File: config.mk
export PLATFORM = sky130hd
export DESIGN_NAME = lsu_mem_access
export DESIGN_NICKNAME = d
export VERILOG_FILES = /design/src/rtl/lsu_mem_access.sv
export SDC_FILE = /design/constraint.sdc
export NUM_CORES = 1
export LEC_CHECK = 0
export ABC_AREA = 1
export CORE_MARGIN = 3
export CORE_UTILIZATION = 48
export CTS_BUF_LIST = sky130_fd_sc_hd__clkbuf_8
export CTS_CLUSTER_DIAMETER = 150
export DETAILED_ROUTE_END_ITERATION = 8
export MAX_ROUTING_LAYER = met4
export PLACE_DENSITY = 0.85
export SLEW_MARGIN = 40
export SYNTH_ARGS = -nofsm -noshare
export SYNTH_HDL_FRONTEND = slang
export SYNTH_SLANG_ARGS = --single-unit
File: constraint.sdc
create_clock -name clk -period 2 [get_ports clk]
set_input_delay 0.5 -clock clk [delete_from_list [all_inputs] [get_ports clk]]
set_output_delay 0.5 -clock clk [all_outputs]
set_load 0.05 [all_outputs]
File: src/rtl/lsu_mem_access.sv
// Load/store access unit for the RV32 memory stage.
// Accepts one op at a time, runs a single req/gnt/rvalid data-bus access,
// then presents the aligned and extended result (or an error) to writeback.
//
// Handshakes: on every interface a transfer happens on the clock edge where
// valid (or req) and ready (or gnt) are both high. A producer holds valid
// and its payload stable until that edge and does not withdraw it early.
// rvalid is a single-cycle response and is only honoured while waiting.
module lsu_mem_access #(
    parameter int TIMEOUT_CYC = 255
) (
    input  logic        clk,
    input  logic        rst_n,
    input  logic        in_valid,
    output logic        in_ready,
    input  logic [7:0]  load_store_i_info,
    input  logic [31:0] mem_addr,
    input  logic [31:0] mem_wdata,
    output logic        out_valid,
    input  logic        out_ready,
    output logic [31:0] out_rdata,
    output logic        out_misalign,
    output logic        out_timeout,
    output logic        dbus_req,
    output logic        dbus_we,
    output logic [31:0] dbus_addr,
    output logic [31:0] dbus_wdata,
    output logic [3:0]  dbus_wstrb,
    input  logic        dbus_gnt,
    input  logic        dbus_rvalid,
    input  logic [31:0] dbus_rdata,
    output logic [1:0]  o_dbg_state
);

    typedef enum logic [1:0] {
        S_IDLE = 2'd0,
        S_REQ  = 2'd1,
        S_WAIT = 2'd2,
        S_RESP = 2'd3
    } state_t;

    localparam logic [7:0] LP_TMO = 8'(TIMEOUT_CYC);

    state_t      r_state;
    state_t      w_state_nxt;

    logic [7:0]  r_info;
    logic [31:0] r_addr;
    logic [31:0] r_wdata;
    logic [31:0] r_rdata;
    logic        r_misalign;
    logic        r_timeout;
    logic [7:0]  r_cnt;

    logic        w_accept;
    logic        w_in_onehot;
    logic        w_in_half;
    logic        w_in_word;
    logic        w_in_misalign;
    logic        w_in_skip_bus;
    logic        w_r_is_store;
    logic [7:0]  w_cnt_inc;
    logic        w_tmo_hit;
    logic [7:0]  w_lane_byte;
    logic [15:0] w_lane_half;
    logic [31:0] w_load_data;
    logic [3:0]  w_st_wstrb;
    logic [31:0] w_st_wdata;

    // Decode of the incoming op; only a single-hot info vector is a real access.
    assign w_accept      = in_valid && (r_state == S_IDLE);
    assign w_in_onehot   = (load_store_i_info != 8'd0) &&
                           ((load_store_i_info & (load_store_i_info - 8'd1)) == 8'd0);
    assign w_in_half     = load_store_i_info[1] | load_store_i_info[4] | load_store_i_info[6];
    assign w_in_word     = load_store_i_info[2] | load_store_i_info[7];
    assign w_in_misalign = w_in_onehot &&
                           ((w_in_half && mem_addr[0]) ||
                            (w_in_word && (mem_addr[1:0] != 2'b00)));
    assign w_in_skip_bus = !w_in_onehot || w_in_misalign;

    assign w_r_is_store  = |r_info[7:5];
    assign w_cnt_inc     = r_cnt + 8'd1;
    assign w_tmo_hit     = (w_cnt_inc == LP_TMO);
    assign o_dbg_state   = r_state;

    // Pick the addressed byte and halfword out of the returned bus word.
    always_comb begin
        w_lane_byte = 8'd0;
        case (r_addr[1:0])
            2'd0:    w_lane_byte = dbus_rdata[7:0];
            2'd1:    w_lane_byte = dbus_rdata[15:8];
            2'd2:    w_lane_byte = dbus_rdata[23:16];
            default: w_lane_byte = dbus_rdata[31:24];
        endcase
        w_lane_half = r_addr[1] ? dbus_rdata[31:16] : dbus_rdata[15:0];
    end

    // Sign or zero extend the selected lane according to the load type.
    always_comb begin
        w_load_data = 32'd0;
        if (r_info[0]) begin
            w_load_data = {{24{w_lane_byte[7]}}, w_lane_byte};
        end else if (r_info[1]) begin
            w_load_data = {{16{w_lane_half[15]}}, w_lane_half};
        end else if (r_info[2]) begin
            w_load_data = dbus_rdata;
        end else if (r_info[3]) begin
            w_load_data = {24'd0, w_lane_byte};
        end else if (r_info[4]) begin
            w_load_data = {16'd0, w_lane_half};
        end
    end

    // Replicate store data into every lane and enable only the addressed bytes.
    always_comb begin
        w_st_wstrb = 4'b0000;
        w_st_wdata = 32'd0;
        if (r_info[5]) begin
            w_st_wstrb = 4'b0001 << r_addr[1:0];
            w_st_wdata = {4{r_wdata[7:0]}};
        end else if (r_info[6]) begin
            w_st_wstrb = 4'b0011 << r_addr[1:0];
            w_st_wdata = {2{r_wdata[15:0]}};
        end else if (r_info[7]) begin
            w_st_wstrb = 4'hF;
            w_st_wdata = r_wdata;
        end
    end

    // FSM state register.
    always_ff @(posedge clk) begin
        if (!rst_n) begin
            r_state <= S_IDLE;
        end else begin
            r_state <= w_state_nxt;
        end
    end

    // FSM next state and all registered-state-driven outputs.
    always_comb begin
        w_state_nxt  = r_state;
        in_ready     = 1'b0;
        out_valid    = 1'b0;
        out_rdata    = 32'd0;
        out_misalign = 1'b0;
        out_timeout  = 1'b0;
        dbus_req     = 1'b0;
        dbus_we      = 1'b0;
        dbus_addr    = 32'd0;
        dbus_wdata   = 32'd0;
        dbus_wstrb   = 4'd0;
        case (r_state)
            S_IDLE: begin
                in_ready = 1'b1;
                if (w_accept) begin
                    w_state_nxt = w_in_skip_bus ? S_RESP : S_REQ;
                end
            end
            S_REQ: begin
                dbus_req   = 1'b1;
                dbus_we    = w_r_is_store;
                dbus_addr  = {r_addr[31:2], 2'b00};
                dbus_wdata = w_st_wdata;
                dbus_wstrb = w_st_wstrb;
                if (dbus_gnt) begin
                    w_state_nxt = S_WAIT;
                end
            end
            S_WAIT: begin
                if (dbus_rvalid || w_tmo_hit) begin
                    w_state_nxt = S_RESP;
                end
            end
            S_RESP: begin
                out_valid    = 1'b1;
                out_rdata    = r_rdata;
                out_misalign = r_misalign;
                out_timeout  = r_timeout;
                if (out_ready) begin
                    w_state_nxt = S_IDLE;
                end
            end
            default: begin
                w_state_nxt = S_IDLE;
            end
        endcase
    end

    // Op capture, wait counter and result registers.
    always_ff @(posedge clk) begin
        if (!rst_n) begin
            r_info     <= 8'd0;
            r_addr     <= 32'd0;
            r_wdata    <= 32'd0;
            r_rdata    <= 32'd0;
            r_misalign <= 1'b0;
            r_timeout  <= 1'b0;
            r_cnt      <= 8'd0;
        end else begin
            case (r_state)
                S_IDLE: begin
                    if (w_accept) begin
                        r_info     <= load_store_i_info;
                        r_addr     <= mem_addr;
                        r_wdata    <= mem_wdata;
                        r_misalign <= w_in_misalign;
                        r_timeout  <= 1'b0;
                        r_rdata    <= 32'd0;
                    end
                end
                S_REQ: begin
                    if (dbus_gnt) begin
                        r_cnt <= 8'd0;
                    end
                end
                S_WAIT: begin
                    r_cnt <= w_cnt_inc;
                    // A response in the timeout cycle still counts as a response.
                    if (dbus_rvalid) begin
                        r_rdata <= w_r_is_store ? 32'd0 : w_load_data;
                    end else if (w_tmo_hit) begin
                        r_timeout <= 1'b1;
                        r_rdata   <= 32'd0;
                    end
                end
                default: begin
                end
            endcase
        end
    end

endmodule

==> results of run 1 <==
[state kept, by name (all words and copies together), names as in the netlist]
register	count
r_info	8
o_dbg_state	2
r_rdata	32
r_cnt	8
r_misalign	1
r_wdata	32
r_addr	32
r_timeout	1
[worst max-delay path, stage by stage (launching register included)]
cell	delay, ns
dfxtp_4	0.36
inv_4	0.06
ha_4	0.19
clkinv_8	0.10
a21oi_2	0.21
o21ai_2	0.16
o21ai_2	0.21
buf_12	0.17
[kinds of logic (layout without fill, tap and decap cells)]
logic type                 count (synthesis)  after routing
AOI/OAI and AO/OA                        208            208
xor gates and xnor gates                   2              2
adders and majority gates                 10             10
buffers and inverters                    196            463
DFF                                      116            116
other                                      1              2
and+or+nand+nor                          535            535
[power by group through the flow]
stage / logic, W / registers [W] / clock network (W)
after floorplan: 0.00498 / 0.00352 / 0
after global placement: 0.00766 / 0.00351 / 0
after detailed placement: 0.00783 / 0.00355 / 0
after CTS: 0.00874 / 0.00355 / 0.00180
after global routing: 0.0106 / 0.00376 / 0.00193
final: 0.0101 / 0.00373 / 0.00185
[per-layer routing]
layer  global-route usage [%]  vias to the layer above  routed length [µm]
met1                    40.28                     4119               10480
li1                         -                     3920                   -
met2                    59.92                      768               14990
met3                    8.875                      287                3686
met4                    22.53                        0                2793
met5                        -                        -                   0
[final timing paths]
path | endpoint | slack [ns] | from
hold / removal | r_info[3] | 0.48 | r_info[3]
setup / recovery | dbus_wdata[29] | -0.44 | o_dbg_state[1]
hold reg to reg | r_info[3] | 0.48 | r_info[3]
setup reg to reg | r_rdata[0] | -0.13 | r_info[2]
[cells in the final DEF, fill, tap and decap left out, types with 3 or more instances in the layout]
cell type	Yosys	final
nor2_2	3	6
inv_4	0	4
clkinvlp_4	0	31
o21ai_0	92	77
inv_1	124	63
buf_6	1	17
clkbuf_16	0	4
nand2_4	1	5
nor2_1	195	170
o211ai_1	22	22
buf_12	0	110
clkbuf_8	0	19
buf_8	0	7
a31oi_1	5	5
nor2_4	0	22
inv_2	1	36
dfxtp_4	0	3
dfxtp_2	0	7
dfxtp_1	116	106
buf_4	7	54
ha_1	10	5
clkdlybuf4s50_1	0	108
nand2_2	1	67
a21oi_1	81	64
o21ai_4	0	7
a21oi_4	0	15
o21ai_2	0	9
nand2_1	226	156
ha_4	0	3
nand3_1	104	102
[timing repair]
item,CTS,global route
setup buffers,14,17
gates resized for setup,105,108
cloned,6,6
pin swaps,3,11
endpoints found under the setup margin,102,142
[area by class of cell]
class                   count  area share (%)
well taps                 176           1.851
clock buffers              19           2.199
clock inverters            12          0.4523
multi-input cells         757           35.40
inverters                 127           5.207
repair buffers            304           35.13
repair inverters            1         0.07364
flip-flops and latches    116           19.69
[stage by stage]
stage	TNS [ns]	setup slack, ns	instances	power [W]
final	-32.32	-0.4364	1512	0.01572
after global routing	-38.60	-0.4715	1512	0.01628
after CTS	-24.29	-0.3439	1489	0.01409
after detailed placement	-0.6802	-0.1287	1439	0.01138
after global placement	-0.1772	-0.07166	1439	0.01117
after floorplan	-20.06	-0.4969	1069	0.008498
==> qor.csv, run 1 <==
stage,metric,value,unit
pwr,pwr/cell area,1322,nW/µm²
logic_synthesis,cell with the most instances after synthesis,nand2_1,
timing,post-route clock period utilization,121.8,%
logic_synthesis,XOR/XNOR Fraction of Synth Area,0.2669,%
logic_synthesis,top flip-flop cell by instance count after synthesis,dfxtp_1,
timing,max-slew violation total from the final report,0,
layout,area occupied by multi-input gates,4210,µm²
grt,GRT Total Usage,36.64,%
logic_synthesis,fraction of post-synthesis cell area in the top cell type by area,35.39,%
layout,fill cell instance count of the final layout,549,
clock_network,htree depth,4,
placed_design,number of port buffers,215,
detailed_routing,mean routed wirelength per cell,21.13,µm
detailed_routing,total wirelength of the detailed-routed design,31950,µm
logic_synthesis,async set-reset flop share out of synthesis,0,%
run_status,failing checks,"DRC, setup timing",
grt,vias in the first global route,8234,
clock_network,clock tree from TritonCTS,built,
timing,worst hold slack,0.4799,ns
logic_synthesis,register bit total from synthesis,116,
job,max-capacitance violation count,0,
timing,RSZ-0062 raised after global routing,yes,
layout,fin nets,1444,
layout,final cell area excluding filler cells,11890,µm²
logic_synthesis,sequential cell area fraction in the yosys report,35.39,%
critical_path,reg2reg path depth,12,
clock_network,clock sinks,116,
pwr,cell-internal power,0.007954,W
timing,post-route clock skew,0.01606,ns
timing,final count of negative-setup-slack endpoints,104,
timing,Max Clk Rate,410.4,MHz
pwr,share of total power consumed by net switching,49.39,%
layout,count of antenna diodes in the layout,0,
floorplanning,chip width,122.9,µm
logic_synthesis,compound-cell area share of the yosys netlist,17.04,%
layout,end-of-flow core utilization,89.46,%
detailed_routing,DR DRC count,19,
logic_synthesis,multiplexer share of the synthesized area,0,%
clock_network,number of buffers on the longest clock path,2,
clock_network,master cell of the clock root buffer,clkbuf_8,
logic_synthesis,Synth area leaders,"dfxtp_1 (35%), nand2_1 (13%), nor2_1 (11%)",
logic_synthesis,warnings from Yosys,0,
pwr,net switching power,0.007764,W
critical_path,crit start category,register,
grt,maximum number of pins on one net before global-route repair,111,
clock_network,CTS hold repair buffers,0,
run_status,outcome,"complete, but fails checks",
detailed_routing,DRC marker count from the first detailed-route iteration,1301,
pwr,maximum resistive drop on vdd,792.8,µV
critical_path,Worst Path Max Fanout,6,
detailed_routing,number of nets with antenna violations after routing,0,
pwr,share of total power in the clock network,11.8,%
logic_synthesis,number of enable-type register cells in the synthesized netlist,0,
critical_path,Crit Path Class,reg2out,
grt,wire length of the first global-routing pass,41730,µm
logic_synthesis,synthesized instance count,1068,
floorplanning,Initial Util,49.36,%
floorplanning,height of the chip,122.9,µm
critical_path,Worst Path Arrival,1.94,ns
pwr,combinational share of power,64.5,%
pwr,power share of the sequential group,23.7,%
layout,Seq. cell area,2342,µm²
logic_synthesis,count of unique library cells instantiated by Yosys,34,
timing,min cycle time layout,2.436,ns
grt,antenna violations before repair,0,
logic_synthesis,synthesized area per cell,6.145,µm²
floorplanning,area of the die,15110,µm²
clock_network,Inserted Clock Buffers,17,
logic_synthesis,Syn Std Cell Area,6563,µm²
clock_network,Clock Latency Late Sink,0.46,ns
worst_hold_path,number of instances on the worst hold path,2,
placed_design,DP HPWL,17070,µm
detailed_routing,total number of vias,9094,
floorplanning,# IOs,218,
logic_synthesis,most common library cells after synthesis,"nand2_1 (226), nor2_1 (195), inv_1 (124)",
logic_synthesis,cell taking the most area after synthesis,dfxtp_1,
critical_path,required time of the critical path,1.50,ns
floorplanning,area of the core,13300,µm²
layout,Area growth syn-to-layout,81.24,%
grt,total global routing overflow,0,
layout,fraction of layout instances using a drive strength above 1,33.53,%
placed_design,DP Area,10470,µm²
pwr,Leak Pwr,4.915,nW
clock_network,post-CTS clock slew at the launch and capture registers of the worst setup and hold paths,0.07,ns
floorplanning,standard-cell rows,42,
timing,setup ws final,-0.4364,ns
detailed_routing,Vias per Instance,6.015,
logic_synthesis,"basic-gate share of the synthesized area counting and, or, nand and nor cells",33.40,%
placed_design,weighted congestion at the end of routability-driven global placement,0.9740,
timing,count of endpoints failing hold in the final timing report,0,
logic_synthesis,Post-Synth Adder-Cell Area,1.907,%
detailed_routing,Pre-antenna DRT Iters,9,
critical_path,critical path capture point type,output pin,
logic_synthesis,combinational family with the most area after synthesis,simple AND/OR/NAND/NOR gates,
worst_hold_path,hold crit path type,reg2reg,
Power figures use the tool's default switching activity.
==> inputs of run 2 (changes only) <==
Settings changed: ABC_CLOCK_PERIOD_IN_PS set to 2000, CORE_ASPECT_RATIO set to 2.
==> run 2 against run 1 <==
The flow finishes with violations (setup timing). Global-route usage rose by 6.4 points. Combinational power barely moved. Total power rose by 1.6%. Sequential share of layout area rose by 0.39 points. Highest routed layer unchanged. Largest power group unchanged. Non-clock buffer count fell by 11. Clock-buffer cell count rose by 1. Clock power rose by 26%. Die area rose by 0.57%.
==> qor.csv, run 2 (synthesis gave the netlist of run 1 again) <==
stage,metric,value,unit
clock_network,master cell of the clock root buffer,clkbuf_8,
layout,count of antenna diodes in the layout,0,
critical_path,Worst R2R Start,r_cnt[1],
pwr,pwr/cell area,1366,nW/µm²
placed_design,DP HPWL,18650,µm
pwr,Leak Pwr,4.851,nW
grt,total global routing overflow,0,
timing,min cycle time layout,2.462,ns
run_status,outcome,"complete, but fails checks",
detailed_routing,DRC marker count from the first detailed-route iteration,1127,
floorplanning,standard-cell rows,59,
layout,biggest regs,"r_addr: 32 flops, r_rdata: 32 flops, r_wdata: 32 flops",
layout,"most common cell after layout, fill and taps aside",nand2_1,
detailed_routing,Pre-antenna DRT Iters,7,
grt,maximum number of pins on one net before global-route repair,111,
layout,fin nets,1434,
clock_network,post-CTS clock slew at the launch and capture registers of the worst setup and hold paths,0.07,ns
critical_path,Crit Path Class,reg2out,
timing,final count of negative-setup-slack endpoints,118,
placed_design,DP Area,10480,µm²
critical_path,required time of the critical path,1.50,ns
grt,GRT Total Usage,43.04,%
layout,most used cells in the layout excluding fill and tap cells,"nand2_1 (222), nor2_1 (167), buf_12 (113), clkdlybuf4s50_1 (108), dfxtp_1 (106)",
clock_network,clock sinks,116,
floorplanning,height of the chip,171.4,µm
floorplanning,area of the die,15200,µm²
pwr,maximum resistive drop on vdd,946.4,µV
timing,worst hold slack,0.4865,ns
detailed_routing,mean routed wirelength per cell,24.77,µm
layout,final cell area excluding filler cells,11690,µm²
critical_path,capture instance of the worst register-to-register path,o_dbg_state[0],
critical_path,Worst Path Arrival,1.96,ns
timing,max-slew violation total from the final report,0,
worst_hold_path,hold crit path type,reg2reg,
timing,Max Clk Rate,406.2,MHz
critical_path,crit start category,register,
grt,vias in the first global route,9110,
timing,worst relative slew slack,47.50,%
clock_network,Inserted Clock Buffers,17,
run_status,failing checks,setup timing,
clock_network,Clock Latency Late Sink,0.46,ns
critical_path,crit path launch,r_addr[1],
detailed_routing,Vias per Instance,6.383,
layout,Area growth syn-to-layout,78.11,%
critical_path,worst reg2reg setup slack,-0.08,ns
grt,antenna violations before repair,0,
timing,slew at the pin with the worst max-slew slack,0.7792,ns
pwr,overall power after layout,0.01596,W
clock_network,clock tree from TritonCTS,built,
timing,setup ws final,-0.4617,ns
placed_design,weighted congestion at the end of routability-driven global placement,0.9709,
detailed_routing,total number of vias,9440,
timing,count of endpoints failing hold in the final timing report,0,
layout,fraction of layout instances using a drive strength above 1,26.45,%
detailed_routing,total wirelength of the detailed-routed design,36640,µm
placed_design,number of port buffers,215,
clock_network,htree depth,4,
critical_path,reg2reg path depth,13,
detailed_routing,number of nets with antenna violations after routing,0,
timing,RSZ-0062 raised after global routing,yes,
placed_design,setup slack at placement,-0.2399,ns
critical_path,Worst Path Max Fanout,10,
critical_path,critical path capture point type,output pin,
grt,wire length of the first global-routing pass,48300,µm
critical_path,capturing instance or port of the critical path,dbus_wstrb[1],
floorplanning,# IOs,218,
floorplanning,Initial Util,49.66,%
detailed_routing,DR DRC count,0,
job,max-capacitance violation count,0,
clock_network,number of buffers on the longest clock path,2,
floorplanning,chip width,88.68,µm
clock_network,CTS hold repair buffers,0,
timing,post-route clock skew,0.01129,ns
timing,post-route clock period utilization,123.1,%
floorplanning,area of the core,13210,µm²
-- run 2: worst min-delay path by stage --
stage                           start     endpoint  slack, ns  cells after the start
after floorplan             r_timeout    r_timeout       0.44                      2
after global placement      r_timeout    r_timeout       0.45                      2
after detailed placement    r_info[3]    r_info[3]       0.47                      2
after CTS                   r_info[3]    r_info[3]       0.48                      2
after global routing      r_rdata[27]  r_rdata[27]       0.51                      2
final                     r_rdata[29]  r_rdata[29]       0.49                      2
-- run 2: report_power, final --
group          switching (W)  total [W]  internal (W)
Sequential          0.000621    0.00371       0.00309
Clock                0.00113    0.00234       0.00121
Combinational        0.00614    0.00992       0.00378
-- run 2: layout make-up --
class                   count  area, µm²
repair buffers            293       4069
multi-input cells         758       4055
flip-flops and latches    116       2347
fillers                   568       1525
inverters                 127      611.8
clock buffers              20      275.3
well taps                 152      190.2
clock inverters            12      128.9
repair inverters            1      11.26
-- run 2: repair_timing --
| action | 4_1_cts | 5_1_grt |
|---|---|---|
| resized for setup | 56 | 50 |
| pin swaps | 9 | 13 |
| buffers inserted | 12 | 15 |
| setup endpoints to repair | 101 | 138 |
| cloned | 4 | 2 |
-- run 2: routing by layer --
metal | vias to the layer above | share of wire [%] | GRT usage, %
li1 | 3884 | - | -
met1 | 4218 | 29 | 41.01
met2 | 948 | 48 | 73.85
met3 | 390 | 11 | 9.779
met4 | 0 | 12 | 30.53
met5 | - | 0 | -
-- run 2: worst max-delay path, stage by stage, from the launching register on --
cell and delay, ns:
dfxtp_2 0.39, buf_4 0.21, nand2_1 0.13, nor2_1 0.46
a211oi_4 0.12, buf_12 0.18
-- run 2: stage by stage --
stage / instances / setup TNS (ns) / utilization, %
after floorplan: 1069 / -20.06 / -
after global placement: 1415 / -3.522 / 79.32
after detailed placement: 1415 / -4.974 / 79.32
after CTS: 1463 / -24.31 / 85.92
after global routing: 1479 / -36.88 / 88.46
final: 1479 / -31.47 / 88.46
==> inputs of run 3 (changes only) <==
Settings changed: CTS_CLUSTER_DIAMETER 150 to 60.
==> results of run 3 <==
The final DEF is identical to that of run 2; final timing and power are the same.
